## src/rtl/adc_snap_capture_pkg.sv

```systemverilog
// snap_pkg: shared types and bit-position constants for the ADC snapshot
// capture controller (adc_snap_capture).
//   state_t      capture FSM states
//   CTRL_*       bit positions inside the 32-bit control word
//   ST_*         bit/field positions inside the 32-bit status word
package snap_pkg;

  typedef enum logic [1:0] {
    IDLE,
    ARMED,
    CAPTURE,
    DONE
  } state_t;

  localparam int CTRL_ARM   = 0;
  localparam int CTRL_TSRC  = 1;
  localparam int CTRL_WEALL = 2;
  localparam int CTRL_STOP  = 3;

  localparam int ST_DONE    = 0;
  localparam int ST_ARMED   = 1;
  localparam int ST_CAP     = 2;
  localparam int ST_CNT_LSB = 16;

endpackage

```

## src/rtl/adc_snap_capture_if.sv

```systemverilog
// adc_snap_capture_if: control/data/BRAM-write bundle of the snapshot
// capture controller.
//   ctrl[31:0]        control word (arm, trig_src, we_all, stop)
//   din, din_valid    ADC word and its qualifier
//   trig              external trigger, level-sampled
//   trig_offset[31:0] qualified samples to skip after the trigger
//                     (present only when SNAP_TRIG_OFFSET_EN is defined)
//   bram_addr/data/we registered BRAM write port
//   status[31:0]      readback status word
// Modports: master = source of control/data (software/ADC side),
//           slave  = the capture controller.
interface adc_snap_capture_if #(
  parameter int DATA_W = 64,
  parameter int ADDR_W = 11
);

  logic [31:0]       ctrl;
  logic [DATA_W-1:0] din;
  logic              din_valid;
  logic              trig;
`ifdef SNAP_TRIG_OFFSET_EN
  logic [31:0]       trig_offset;
`endif
  logic [ADDR_W-1:0] bram_addr;
  logic [DATA_W-1:0] bram_data;
  logic              bram_we;
  logic [31:0]       status;

`ifdef SNAP_TRIG_OFFSET_EN
  modport master (output ctrl, din, din_valid, trig, trig_offset,
                  input  bram_addr, bram_data, bram_we, status);
  modport slave  (input  ctrl, din, din_valid, trig, trig_offset,
                  output bram_addr, bram_data, bram_we, status);
`else
  modport master (output ctrl, din, din_valid, trig,
                  input  bram_addr, bram_data, bram_we, status);
  modport slave  (input  ctrl, din, din_valid, trig,
                  output bram_addr, bram_data, bram_we, status);
`endif

endinterface

```

## src/rtl/adc_snap_capture_rise_det.sv

```systemverilog
// snap_rise_det: single-bit registered rising-edge detector.
//   clk   clock
//   rst   asynchronous active-high reset (history flop cleared to 0)
//   d     input level
//   rise  d & ~d_previous, combinational from d
module snap_rise_det (
  input  logic clk,
  input  logic rst,
  input  logic d,
  output logic rise
);

  logic d_q;

  // NOTE: clocked state uses non-blocking (<=) so every flop samples
  // pre-edge values regardless of process evaluation order.
  always_ff @(posedge clk or posedge rst) begin
    if (rst) d_q <= 1'b0;
    else     d_q <= d;
  end

  assign rise = d & ~d_q;

endmodule

```

## src/rtl/adc_snap_capture.sv

```systemverilog
// adc_snap_capture: arms on a rising edge of ctrl[0], waits for a trigger
// (immediate or external), then writes qualified ADC words into a snapshot
// BRAM at addresses 0..DEPTH-1 and reports progress in a status word.
//   user_clk   sole clock, rising edge
//   user_rst   asynchronous active-high reset
//   bus        adc_snap_capture_if.slave (ctrl, din, din_valid, trig,
//              bram_addr, bram_data, bram_we, status[, trig_offset])
// Optional build macro SNAP_TRIG_OFFSET_EN: after the trigger, the first
// trig_offset qualified samples are discarded before writing starts.
module adc_snap_capture
  import snap_pkg::*;
#(
  parameter int DATA_W = 64,
  parameter int ADDR_W = 11
) (
  input logic               user_clk,
  input logic               user_rst,
  adc_snap_capture_if.slave bus
);

  localparam int LAST_IDX = (1 << ADDR_W) - 1;

  state_t            state_q, state_d;
  logic [ADDR_W:0]   cnt_q, cnt_d;
  logic              wr;
  logic              arm_rise, qual, hit, stop, last;
  logic              bram_we_q;
  logic [ADDR_W-1:0] bram_addr_q;
  logic [DATA_W-1:0] bram_data_q;
  logic [31:0]       status_q, status_d;
  logic              unused_ctrl;
`ifdef SNAP_TRIG_OFFSET_EN
  logic [31:0]       skip_q, skip_d;
`endif

  snap_rise_det u_arm_det (
    .clk  (user_clk),
    .rst  (user_rst),
    .d    (bus.ctrl[CTRL_ARM]),
    .rise (arm_rise)
  );

  assign qual        = bus.ctrl[CTRL_WEALL] | bus.din_valid;
  assign hit         = bus.ctrl[CTRL_TSRC] ? bus.trig : 1'b1;
  assign stop        = bus.ctrl[CTRL_STOP];
  assign last        = (cnt_q == LAST_IDX[ADDR_W:0]);
  assign unused_ctrl = ^bus.ctrl[31:4];

  // Per-cycle priority: arm_rise > last-address write > stop > normal write.
  // NOTE: every variable written here gets a default first, so no path
  // leaves one unassigned and no latch is inferred.
  always_comb begin
    state_d = state_q;
    cnt_d   = cnt_q;
    wr      = 1'b0;
`ifdef SNAP_TRIG_OFFSET_EN
    skip_d  = skip_q;
`endif
    if (arm_rise) begin
      // Arm edge restarts from any state; no write in this cycle.
      state_d = ARMED;
      cnt_d   = '0;
`ifdef SNAP_TRIG_OFFSET_EN
      skip_d  = '0;
`endif
    end else begin
      case (state_q)
        ARMED: begin
          if (stop) begin
            state_d = DONE;
            cnt_d   = '0;
          end else if (hit) begin
            state_d = CAPTURE;
`ifdef SNAP_TRIG_OFFSET_EN
            // The hit-cycle sample is the first candidate for discarding.
            if (bus.trig_offset != 32'd0) skip_d = bus.trig_offset - {31'd0, qual};
            else                          wr     = qual;
`else
            wr = qual;
`endif
          end
        end
        CAPTURE: begin
`ifdef SNAP_TRIG_OFFSET_EN
          if (skip_q != 32'd0) begin
            // Nothing written yet, so stopping here leaves count at 0.
            if (stop)      state_d = DONE;
            else if (qual) skip_d  = skip_q - 32'd1;
          end else
`endif
          if (qual && last) begin
            wr      = 1'b1;
            state_d = DONE;
          end else if (stop) begin
            state_d = DONE;
          end else begin
            wr = qual;
          end
        end
        default: ;  // IDLE and DONE hold until an arm edge
      endcase
      // Count can only reach DEPTH: the write at DEPTH-1 moves to DONE.
      if (wr) cnt_d = cnt_q + 1'b1;
    end
  end

  always_comb begin
    status_d                             = '0;
    status_d[ST_DONE]                    = (state_q == DONE);
    status_d[ST_ARMED]                   = (state_q == ARMED);
    status_d[ST_CAP]                     = (state_q == CAPTURE);
    status_d[ST_CNT_LSB +: ADDR_W + 1]   = cnt_q;
  end

  always_ff @(posedge user_clk or posedge user_rst) begin
    if (user_rst) begin
      state_q     <= IDLE;
      cnt_q       <= '0;
      bram_we_q   <= 1'b0;
      bram_addr_q <= '0;
      bram_data_q <= '0;
      status_q    <= '0;
`ifdef SNAP_TRIG_OFFSET_EN
      skip_q      <= '0;
`endif
    end else begin
      state_q   <= state_d;
      cnt_q     <= cnt_d;
      bram_we_q <= wr;
      status_q  <= status_d;
`ifdef SNAP_TRIG_OFFSET_EN
      skip_q    <= skip_d;
`endif
      // Address and data only move on a write; they hold otherwise.
      if (wr) begin
        bram_addr_q <= cnt_q[ADDR_W-1:0];
        bram_data_q <= bus.din;
      end
    end
  end

  assign bus.bram_we   = bram_we_q;
  assign bus.bram_addr = bram_addr_q;
  assign bus.bram_data = bram_data_q;
  assign bus.status    = status_q;

endmodule

```

## src/flat_wrapper.sv

```systemverilog
// flat-port wrapper written by rule: the top's interface ports become plain ports
module adc_snap_capture_flat import snap_pkg::*;
#(
  parameter int DATA_W = 64,
  parameter int ADDR_W = 11
)
  (user_clk, user_rst, bus_ctrl, bus_din, bus_din_valid, bus_trig, bus_bram_addr, bus_bram_data, bus_bram_we, bus_status);
  adc_snap_capture_if #(.DATA_W(DATA_W), .ADDR_W(ADDR_W)) bus_i ();
  input logic user_clk;
  input logic user_rst;
  input wire logic [$bits(bus_i.ctrl)-1:0] bus_ctrl;
  input wire logic [$bits(bus_i.din)-1:0] bus_din;
  input wire logic [$bits(bus_i.din_valid)-1:0] bus_din_valid;
  input wire logic [$bits(bus_i.trig)-1:0] bus_trig;
  output wire logic [$bits(bus_i.bram_addr)-1:0] bus_bram_addr;
  output wire logic [$bits(bus_i.bram_data)-1:0] bus_bram_data;
  output wire logic [$bits(bus_i.bram_we)-1:0] bus_bram_we;
  output wire logic [$bits(bus_i.status)-1:0] bus_status;
  assign bus_i.ctrl = bus_ctrl;
  assign bus_i.din = bus_din;
  assign bus_i.din_valid = bus_din_valid;
  assign bus_i.trig = bus_trig;
  assign bus_bram_addr = bus_i.bram_addr;
  assign bus_bram_data = bus_i.bram_data;
  assign bus_bram_we = bus_i.bram_we;
  assign bus_status = bus_i.status;
  adc_snap_capture #(.DATA_W(DATA_W), .ADDR_W(ADDR_W)) u_core (.user_clk(user_clk), .user_rst(user_rst), .bus(bus_i));
endmodule
```

## config.mk

```make
export PLATFORM = sky130hd
export DESIGN_NAME = adc_snap_capture_flat
export DESIGN_NICKNAME = d
export VERILOG_FILES = /design/src/rtl/adc_snap_capture_pkg.sv /design/src/rtl/adc_snap_capture_if.sv /design/src/rtl/adc_snap_capture_rise_det.sv /design/src/rtl/adc_snap_capture.sv /design/src/flat_wrapper.sv
export SDC_FILE = /design/constraint.sdc
export NUM_CORES = 1
export LEC_CHECK = 0
export CAP_MARGIN = 10
export CORE_MARGIN = 1
export CORE_UTILIZATION = 43
export DETAILED_ROUTE_END_ITERATION = 10
export GPL_TIMING_DRIVEN = 1
export MAX_ROUTING_LAYER = met4
export PLACE_DENSITY = 0.85
export SLEW_MARGIN = 20
export SYNTH_ARGS = -nofsm -noshare
export SYNTH_HDL_FRONTEND = slang
export SYNTH_HIERARCHICAL = 1
export SYNTH_SLANG_ARGS = --single-unit
```

## constraint.sdc

```tcl
create_clock -name user_clk -period 8.45 [get_ports user_clk]
set_input_delay 1.69 -clock user_clk [delete_from_list [all_inputs] [get_ports user_clk]]
set_output_delay 1.69 -clock user_clk [all_outputs]
set_load 0.02 [all_outputs]
```

==> impl_metrics.csv, run 1 <==
group,metric,value,unit
run_status,status,"finished clean",
cts,cts_resized,0,
die,coreArea,0.00937,mm²
timing,period_needed,3.79,ns
timing,tightestPinTransition,0.889,ns
power,p_leak,2.61,nW
layout,area_delta_synth_final,44.5,%
detailed_routing,wl_per_cell,15.9,µm
critical_path,crit_chain,"clkdlybuf4s50_1, nor2b_1, a21oi_1, nor4_4, buf_6, mux2_2",
timing,clock_skew,0.0140,ns
die,die_h,101,µm
detailed_routing,drc,0,
timing,max_slew_margin,40.7,%
cts,ctsHoldBuffers,0,
yosys,ys.warnings.count,6,
layout,nFillCells,746,
critical_path,worstSetupPathType,"in2reg",
cts,h-tree-depth,3,
critical_path,endpoint,"u_core/bus.bram_data[17]$_DFFE_PP0P_",
detailed_routing,ant_nets,0,
power,p_sw,0.664,mW
yosys,synth.distinct_cells,36,
critical_path,worst_r2r_path_depth,6,
layout,antenna_cells,0,
detailed_routing,drt-pass1-iter-count,4,
timing,rsz0062_at_grt,"no",
cts,clock_path_buffers,2,
cts,clkTransAtPathRegs,0.10,ns
worst_hold_path,hold_class,"reg2reg",
die,start_util,44.8,%
power,clockPowerShare,15.8,%
yosys,synth_area_leaders,"dfrtp_1 63%, mux2_2 20%, buf_4 3.8%",
timing,hold_viol,0,
critical_path,worstSetupEndpointType,"flop",
power,max-vdd-ir-drop,0.151,mV
cts,numCtsBuffers,9,
timing,setup_violations,0,
die,rows,35,
cts,cts.sinks,106,
timing,clock.fmax,0.264,GHz
power,swShare,34.3,%
grt,grt_overflow,0,
power,power.internal,1.27,mW
cts,cts-root-buf,"clkbuf_8",
placed_design,place_inst,567,
critical_path,cp-start-kind,"input pin",
detailed_routing,wl,9230,µm
detailed_routing,drtIter0Drc,97,
critical_path,crit-reg2reg-launch,"u_core/cnt_q[0]$_DFFE_PP0P_",
critical_path,arrival,4.03,ns
placed_design,dp_hpwl,6520,µm
die,io_pins,208,
power,powerDensity,319,mW/mm²
grt,grt_pass1_wl,14300,µm
critical_path,cp_slowest_cell,"buf_6",
critical_path,rr_endpoint,"u_core/bus.bram_data[17]$_DFFE_PP0P_",
layout,final_cells,582,
critical_path,max_stage_delay,0.63,ns
yosys,synth_flop_cell,"dfrtp_1",
placed_design,portBuffers,162,
placed_design,gp_congestion,0.772,
timing,fin_crit_sh,44.9,%
critical_path,cp-startpoint,"bus_ctrl[3]",
yosys,synth_area,0.00420,mm²
power,comb_power_share,44.6,%
critical_path,crit_fanout,96,
timing,final.setup.tns,0,ns
timing,final_max_slew_viol_count,0,
cts,cts_tree,"built",
yosys,syn_avg_cell_area,14.7,µm²
yosys,async_flop_share,100,%
grt,grt_pass1_vias,2910,
cts,post-cts-setup-buffers,0,
yosys,ys_seq_area_share,63.2,%
layout,post-route-util,64.7,%
detailed_routing,dr_total_vias,2853,
die,chipWidth,101,µm
critical_path,critical_path_required,8.68,ns
grt,grt_usage,18.9,%
layout,drive_above_1_share,21.0,%
yosys,synth_cells,285,
layout,nets,553,
die,die_area,0.0102,mm²
power,seqPwrFrac,39.5,%
yosys,synth_seq_cells,106,
yosys,synth_top_area_share,63.2,%
cts,clk_latency,0.35,ns
critical_path,ff2ff_setup_slack,5.40,ns
grt,antenna_found_initial,0,
run,cap_violations,0,
yosys,synth_top_area_cell,"dfrtp_1",
detailed_routing,vias_per_cell,4.90,
yosys,synth-edff-count,0,
grt,grt_max_degree,97,
[worst max-delay path, delay by kind of cell]
kind	cells	cell delay [ns]
compound gates	1	0.18
mux	1	0.42
simple gates	2	0.50
buf+inv	2	1.12
[layout by cell type (no fill, tap or decap), types with 3 or more instances in the layout]
cell type	netlist	layout
a21oi_1	7	7
a22o_1	3	3
a31oi_1	7	7
clkbuf_8	0	9
clkdlybuf4s50_1	0	162
conb_1	1	17
dfrtp_1	106	106
ha_1	4	4
inv_1	7	6
mux2_2	76	76
nand2_1	5	5
nand2b_1	4	4
nand3_1	4	4
nand4_1	4	4
nor3_1	3	3
o21ai_0	3	3
[power by group through the flow]
stage	clock network, mW	registers, mW	logic (mW)
final	0.307	0.766	0.865
after global routing	0.342	0.790	0.911
after CTS	0.322	0.769	0.872
after detailed placement	0	0.780	0.870
after global placement	0	0.765	0.849
after floorplan	0	0.972	0.258
[worst min-delay path by stage]
stage,start,to,depth (start not counted)
2_1_floorplan,u_core/cnt_q[7]$_DFFE_PP0P_,u_core/bus.status[23]$_DFF_PP0_,0
3_3_place_gp,u_core/cnt_q[11]$_DFFE_PP0P_,u_core/bus.status[27]$_DFF_PP0_,0
3_5_place_dp,u_core/cnt_q[11]$_DFFE_PP0P_,u_core/bus.status[27]$_DFF_PP0_,0
4_1_cts,u_core/cnt_q[11]$_DFFE_PP0P_,u_core/bus.status[27]$_DFF_PP0_,0
5_1_grt,u_core/cnt_q[11]$_DFFE_PP0P_,u_core/bus.status[27]$_DFF_PP0_,0
6_report,u_core/cnt_q[11]$_DFFE_PP0P_,u_core/bus.status[27]$_DFF_PP0_,0
[sequential cells by signal, summed over array words and instances, names as in the netlist]
name,flops
u_core/cnt_q,12
u_core/u_arm_det/d_q,1
u_core/bus.bram_addr,11
u_core/bus.bram_data,64
u_core/bus.bram_we,1
u_core/state_q,2
u_core/bus.status,15
[area by class of cell]
cell class / count / area [µm²] / area share, %
sequential: 106 / 2650 / 43.7
clock buffer: 10 / 128 / 2.10
inverter: 7 / 28.8 / 0.474
clock inverter: 5 / 62.6 / 1.03
multi-input combinational: 161 / 1390 / 23.0
timing repair buffer: 164 / 1640 / 27.0
tap: 129 / 161 / 2.66
[kinds of logic (layout without fill, tap and decap cells)]
| group | Yosys count | in the layout | share of synthesized area [%] |
|---|---|---|---|
| AO/OA/AOI/OAI | 33 | 33 | 5.39 |
| XOR/XNOR | 2 | 2 | 0.417 |
| adder cells (fa/ha/maj) | 4 | 4 | 1.19 |
| buffers and inverters | 34 | 186 | 5.10 |
| flip-flops | 106 | 106 | 63.2 |
| multiplexers | 76 | 76 | 20.4 |
| other | 1 | 17 | 0.0893 |
| AND/OR/NAND/NOR | 29 | 29 | 4.26 |
[per-stage QoR]
| stage | power [mW] | setup WS, ns | cell area, µm² | hold slack (ns) |
|---|---|---|---|---|
| after global routing | 2.04 | 4.56 | 6070 | 0.468 |
| after floorplan | 1.23 | 4.00 | 4260 | 0.407 |
| final | 1.94 | 4.66 | 6070 | 0.463 |
| after CTS | 1.96 | 4.50 | 6060 | 0.464 |
| after global placement | 1.61 | 4.22 | 5870 | 0.438 |
| after detailed placement | 1.65 | 4.13 | 5870 | 0.451 |
[cells in the mapped netlist, types with 2 or more instances]
cell      count
a22o_1        3
nand4_1       4
buf_2         6
dfrtp_1     106
nand3_1       4
o21ai_0       3
nor3_1        3
inv_1         7
a21oi_1       7
o21bai_1      2
nand2b_1      4
ha_1          4
nand2_1       5
buf_4        21
a31oi_1       7
a41oi_1       2
nor2_1        2
xnor2_1       2
mux2_2       76
[metal layers]
layer	part of all wire, %	GRT usage, %	up-vias
li1	-	-	1301
met1	40	21.8	1420
met2	53	33.4	124
met3	6.6	4.02	8
met4	0.66	5.46	0
met5	0	-	-
(Power assumes the default switching activity.)
==> inputs of run 2 (changes only) <==
--- a/config.mk
+++ b/config.mk
@@ -7,11 +7,11 @@
 export LEC_CHECK = 0
 export CAP_MARGIN = 10
 export CORE_MARGIN = 1
-export CORE_UTILIZATION = 43
+export CORE_UTILIZATION = 40
 export DETAILED_ROUTE_END_ITERATION = 10
 export GPL_TIMING_DRIVEN = 1
 export MAX_ROUTING_LAYER = met4
-export PLACE_DENSITY = 0.85
+export PLACE_DENSITY = 0.8
 export SLEW_MARGIN = 20
 export SYNTH_ARGS = -nofsm -noshare
 export SYNTH_HDL_FRONTEND = slang
==> constraint.sdc (replaced) <==
create_clock -name user_clk -period 3.64 [get_ports user_clk]
set_input_delay 0.728 -clock user_clk [delete_from_list [all_inputs] [get_ports user_clk]]
set_output_delay 0.728 -clock user_clk [all_outputs]
set_load 0.02 [all_outputs]
==> run 2 against run 1 <==
First-iteration DRC count down 27%. Non-clock buffer count up 1. Sequential share of layout area down 0.29 points. Clock skew down 0.0024 ns. Worst hold slack better by 0.0023 ns. Register-to-register slack worse by 4.5 ns. Wire length down 4.1%. Clock power up 130%.
==> impl_metrics.csv, run 2 (synthesis results as in run 1) <==
group,metric,value,unit
run_status,status,"finished clean",
power,finalPower,4.50,mW
critical_path,max_stage_delay,0.48,ns
placed_design,portBuffers,162,
placed_design,gp_congestion,0.811,
critical_path,crit-reg2reg-launch,"u_core/cnt_q[1]$_DFFE_PP0P_",
grt,grt_max_degree,72,
detailed_routing,wl_met2,4480,µm
detailed_routing,wl,8850,µm
cts,clk_latency,0.36,ns
grt,grt_pass1_vias,2799,
layout,final_cells,590,
grt,grt_overflow,0,
layout,post-route-util,59.7,%
detailed_routing,met1_length,3710,µm
die,die_area,0.0109,mm²
cts,h-tree-depth,3,
timing,clock.fmax,0.366,GHz
critical_path,worstSetupPathType,"reg2reg",
die,die_h,104,µm
power,p_leak,2.63,nW
cts,numCtsBuffers,9,
timing,period_needed,2.74,ns
die,chipWidth,104,µm
layout,drive_above_1_share,21.1,%
grt,antenna_found_initial,0,
critical_path,critical_path_required,3.88,ns
layout,layout_common_cells,"162 x clkdlybuf4s50_1, 106 x dfrtp_1, 76 x mux2_2, 17 x conb_1, 10 x clkbuf_8",
grt,grt_usage,17.2,%
critical_path,worstSetupEndpointType,"flop",
critical_path,crit_chain,"ha_1, nand4_1, o41a_1, nor4_4, buf_4, mux2_2",
critical_path,crit_fanout,33,
cts,clkTransAtPathRegs,0.09,ns
detailed_routing,dr_total_vias,2831,
critical_path,arrival,2.97,ns
detailed_routing,vias_per_cell,4.80,
layout,largest_register_ffs,64,
detailed_routing,ant_nets,0,
critical_path,rr_endpoint,"u_core/bus.bram_data[25]$_DFFE_PP0P_",
grt,grt_pass1_wl,14300,µm
cts,cts-root-buf,"clkbuf_8",
placed_design,place_inst,575,
layout,mostFrequentLayoutCell,"clkdlybuf4s50_1",
detailed_routing,drt-pass1-iter-count,4,
die,rows,37,
die,io_pins,208,
detailed_routing,wl_per_cell,15.0,µm
cts,ctsHoldBuffers,0,
critical_path,cp-start-kind,"flop",
cts,cts_tree,"built",
timing,rsz0062_at_grt,"no",
cts,cts_resized,0,
detailed_routing,top_layer,"met4",
timing,clock_skew,0.0117,ns
worst_hold_path,hold_class,"reg2reg",
power,max-vdd-ir-drop,0.389,mV
timing,setup_violations,0,
cts,post-cts-setup-buffers,0,
timing,final_max_slew_viol_count,0,
critical_path,worst_r2r_path_depth,6,
worst_hold_path,holdPathEnd,"u_core/bus.status[23]$_DFF_PP0_",
power,powerDensity,736,mW/mm²
worst_hold_path,holdCritStartpoint,"u_core/cnt_q[7]$_DFFE_PP0P_",
timing,holdWs,0.465,ns
timing,max_slew_margin,54.3,%
cts,clock_path_buffers,2,
detailed_routing,drtIter0Drc,71,
worst_hold_path,hold_depth,0,
layout,nFillCells,830,
cts,cts.sinks,106,
timing,tightestPinTransition,0.679,ns
timing,fin_crit_sh,75.1,%
timing,final.setup.tns,0,ns
layout,area_delta_synth_final,45.4,%
timing,hold_viol,0,
layout,antenna_cells,0,
die,start_util,41.0,%
critical_path,cp_slowest_cell,"dfrtp_1",
placed_design,dp_hpwl,6320,µm
die,coreArea,0.0102,mm²
critical_path,ff2ff_setup_slack,0.90,ns
detailed_routing,wl_met3,539,µm
layout,nets,554,
detailed_routing,drc,0,
run,cap_violations,0,
## run 2: cell types whose count changed in the layout (fill, tap and decap cells not counted), sizes merged
cell	previous run	this run
buf	2	3
clkinv	0	1
clkinvlp	2	1
inv	9	8
clkbuf	10	11
## run 2: final cells by class
type | instances | area (µm²) | area share [%]
tap | 136 | 170 | 2.79
multi-input combinational | 161 | 1390 | 22.8
inverter | 7 | 28.8 | 0.471
clock buffer | 11 | 141 | 2.32
sequential | 106 | 2650 | 43.4
clock inverter | 4 | 51.3 | 0.840
timing repair buffer | 165 | 1670 | 27.3
## run 2: layer usage
layer,track usage (%),vias up
met4,6.84,0
met5,-,-
met1,21.0,1395
met3,3.57,9
met2,28.1,113
li1,-,1314
## run 2: worst max-delay path by stage
| stage | startpoint | slack [ns] | end |
|---|---|---|---|
| after CTS | u_core/cnt_q[0]$_DFFE_PP0P_ | 0.88 | u_core/bus.bram_data[25]$_DFFE_PP0P_ |
| after floorplan | user_rst | 0.15 | u_core/bus.bram_addr[0]$_DFFE_PP0P_ |
| final | u_core/cnt_q[1]$_DFFE_PP0P_ | 0.90 | u_core/bus.bram_data[25]$_DFFE_PP0P_ |
| after global routing | u_core/cnt_q[0]$_DFFE_PP0P_ | 0.68 | u_core/bus.bram_data[29]$_DFFE_PP0P_ |
| after detailed placement | bus_ctrl[3] | 0.73 | u_core/bus.bram_data[25]$_DFFE_PP0P_ |
| after global placement | bus_ctrl[3] | 0.82 | u_core/bus.bram_data[44]$_DFFE_PP0P_ |
## run 2: where the power goes
group | leakage [nW] | total (mW) | internal, mW | switching [mW]
Combinational | 1.18 | 2.01 | 1.07 | 0.939
Clock | 0.0958 | 0.713 | 0.335 | 0.378
Sequential | 1.36 | 1.77 | 1.57 | 0.202
## run 2: metrics by stage
step | area, µm² | setup WS, ns
6_report | 6110 | 0.905
5_1_grt | 6110 | 0.679
4_1_cts | 6110 | 0.876
3_5_place_dp | 5910 | 0.731
3_3_place_gp | 5910 | 0.817
2_1_floorplan | 4260 | 0.151
## run 2: critical path: cells and delay by family (launching register included)
kind                     cells  cell delay [ns]
multiplexers                 1             0.39
AND/OR/NAND/NOR              2             0.54
buffers and inverters        1             0.41
adder cells (fa/ha/maj)      1             0.30
AO/OA/AOI/OAI                1             0.48
flip-flops                   1             0.48
==> inputs of run 3 (changes only) <==
==> constraint.sdc (replaced) <==
create_clock -name user_clk -period 2.6 [get_ports user_clk]
set_input_delay 0.52 -clock user_clk [delete_from_list [all_inputs] [get_ports user_clk]]
set_output_delay 0.52 -clock user_clk [all_outputs]
set_load 0.02 [all_outputs]
==> run 3 against run 2 <==
Sequential power grew 40%. Via count up 1.1%. Clock power up 27%. Combinational power increased by 43%. Critical path depth grew 1. Critical path type unchanged. Largest power group unchanged.
==> impl_metrics.csv, run 3 (synthesis results as in run 1) <==
group,metric,value,unit
run_status,status,"finished clean",
detailed_routing,ant_nets,0,
layout,mostFrequentLayoutCell,"clkdlybuf4s50_1",
timing,final_max_slew_viol_count,0,
cts,numCtsBuffers,9,
power,clockPowerShare,14.6,%
cts,clkTransAtPathRegs,0.09,ns
grt,grt_max_degree,78,
layout,layout_common_cells,"162 x clkdlybuf4s50_1, 106 x dfrtp_1, 76 x mux2_2, 17 x conb_1, 11 x clkbuf_8",
power,swShare,33.7,%
power,powerDensity,1010,mW/mm²
power,seqPwrFrac,39.5,%
die,chipWidth,104,µm
detailed_routing,drt-pass1-iter-count,4,
grt,grt_pass1_wl,15000,µm
critical_path,ff2ff_setup_slack,0.15,ns
critical_path,crit_top_cell,"buf_12",
critical_path,rr_endpoint,"u_core/bus.bram_data[6]$_DFFE_PP0P_",
placed_design,dp_hpwl,6500,µm
placed_design,gp_congestion,0.833,
grt,grt_overflow,0,
layout,nets,563,
timing,rsz0062_at_grt,"no",
timing,hold_viol,0,
timing,holdWs,0.367,ns
critical_path,max_stage_delay,0.48,ns
detailed_routing,drc,0,
layout,drive_above_1_share,22.7,%
critical_path,arrival,2.69,ns
timing,period_needed,2.45,ns
grt,grt_usage,18.0,%
power,power.internal,4.14,mW
detailed_routing,vias_per_cell,4.78,
detailed_routing,drtIter0Drc,74,
timing,setup_violations,0,
critical_path,crit_fanout,26,
die,coreArea,0.0102,mm²
critical_path,worst_r2r_path_depth,7,
die,die_h,104,µm
timing,clock.fmax,0.408,GHz
cts,cts_tree,"built",
power,max-vdd-ir-drop,0.479,mV
layout,nFillCells,830,
critical_path,critical_path_required,2.84,ns
placed_design,portBuffers,162,
die,start_util,41.0,%
layout,largest_register_ffs,64,
timing,fin_crit_sh,94.3,%
layout,antenna_cells,0,
detailed_routing,wl,8900,µm
critical_path,crit_chain,"ha_2, nand4_1, o41a_1, nor4_4, buf_12, buf_12, mux2_2",
layout,post-route-util,60.5,%
layout,area_delta_synth_final,47.5,%
critical_path,worstSetupEndpointType,"flop",
detailed_routing,wl_per_cell,14.9,µm
power,comb_power_share,45.9,%
critical_path,cp_slowest_cell,"o41a_1",
die,die_area,0.0109,mm²
cts,cts-root-buf,"clkbuf_8",
critical_path,worstSetupPathType,"reg2reg",
die,io_pins,208,
die,rows,37,
grt,grt_pass1_vias,2954,
power,p_leak,2.67,nW
critical_path,crit-reg2reg-launch,"u_core/cnt_q[0]$_DFFE_PP0P_",
cts,h-tree-depth,3,
run,cap_violations,0,
detailed_routing,dr_total_vias,2862,
worst_hold_path,hold_class,"in2async",
timing,final.setup.tns,0,ns
grt,antenna_found_initial,0,
timing,clock_skew,0.00848,ns
cts,clock_path_buffers,2,
power,p_sw,2.11,mW
cts,clk_latency,0.35,ns
cts,cts.sinks,106,
critical_path,cp-start-kind,"flop",
run 3: critical path: cells and delay by family, from the launching register on:
family	cells	cell delay [ns]
mux	1	0.36
flops	1	0.37
buf+inv	2	0.38
simple gates	2	0.50
compound gates	1	0.48
fa+ha+maj	1	0.24
run 3: through the flow:
| stage | power [mW] | cell area (µm²) | cells | worst slack [ns] |
|---|---|---|---|---|
| global placement | 5.31 | 6020 | 584 | 0.0758 |
| finish | 6.25 | 6190 | 599 | 0.149 |
| detailed placement | 5.41 | 6020 | 584 | -0.00829 |
| global route | 6.60 | 6190 | 599 | 0.0159 |
| CTS | 6.33 | 6190 | 599 | 0.0947 |
| floorplan | 4.00 | 4260 | 301 | 0.186 |
run 3: repair_timing:
| action | in CTS | in global routing |
|---|---|---|
| hold buffers | 0 | 0 |
| hold endpoints to repair | 0 | 0 |
| gates resized for setup | 0 | 1 |
| buffers inserted | 0 | 0 |
| setup endpoints to repair | 0 | 61 |
run 3: area by class of cell:
cell class / instances / area [µm²] / area share [%]
multi-input combinational: 161 / 1400 / 22.5
clock buffer: 13 / 159 / 2.57
clock inverter: 2 / 12.5 / 0.202
sequential: 106 / 2650 / 42.8
inverter: 7 / 30.0 / 0.485
tap: 136 / 170 / 2.75
timing repair buffer: 174 / 1770 / 28.6
run 3: layer usage:
metal	routed length (µm)	up-vias	track usage [%]
met1	3790	1410	23.2
met5	0	-	-
li1	-	1324	-
met3	486	9	3.26
met2	4520	119	28.7
met4	110	0	5.92
run 3: how the worst max path moves through the flow:
stage                                start                              endpoint  slack (ns)  cells past startpoint
5_1_grt        u_core/cnt_q[1]$_DFFE_PP0P_   u_core/bus.bram_data[6]$_DFFE_PP0P_        0.02                      7
2_1_floorplan  u_core/cnt_q[0]$_DFFE_PP0P_  u_core/bus.bram_data[25]$_DFFE_PP0P_        0.19                      7
3_5_place_dp                   bus_ctrl[3]   u_core/bus.bram_data[6]$_DFFE_PP0P_      -0.008                      7
6_report       u_core/cnt_q[0]$_DFFE_PP0P_   u_core/bus.bram_data[6]$_DFFE_PP0P_        0.15                      7
4_1_cts        u_core/cnt_q[0]$_DFFE_PP0P_   u_core/bus.bram_data[6]$_DFFE_PP0P_        0.09                      7
3_3_place_gp                   bus_ctrl[3]  u_core/bus.bram_data[60]$_DFFE_PP0P_        0.08                      7
run 3: power groups by stage:
stage,registers (mW),clock network [mW],logic [mW]
after floorplan,3.16,0,0.838
after detailed placement,2.51,0,2.89
after global routing,2.55,1.02,3.02
after CTS,2.48,0.952,2.90
after global placement,2.47,0,2.84
final,2.47,0.909,2.87
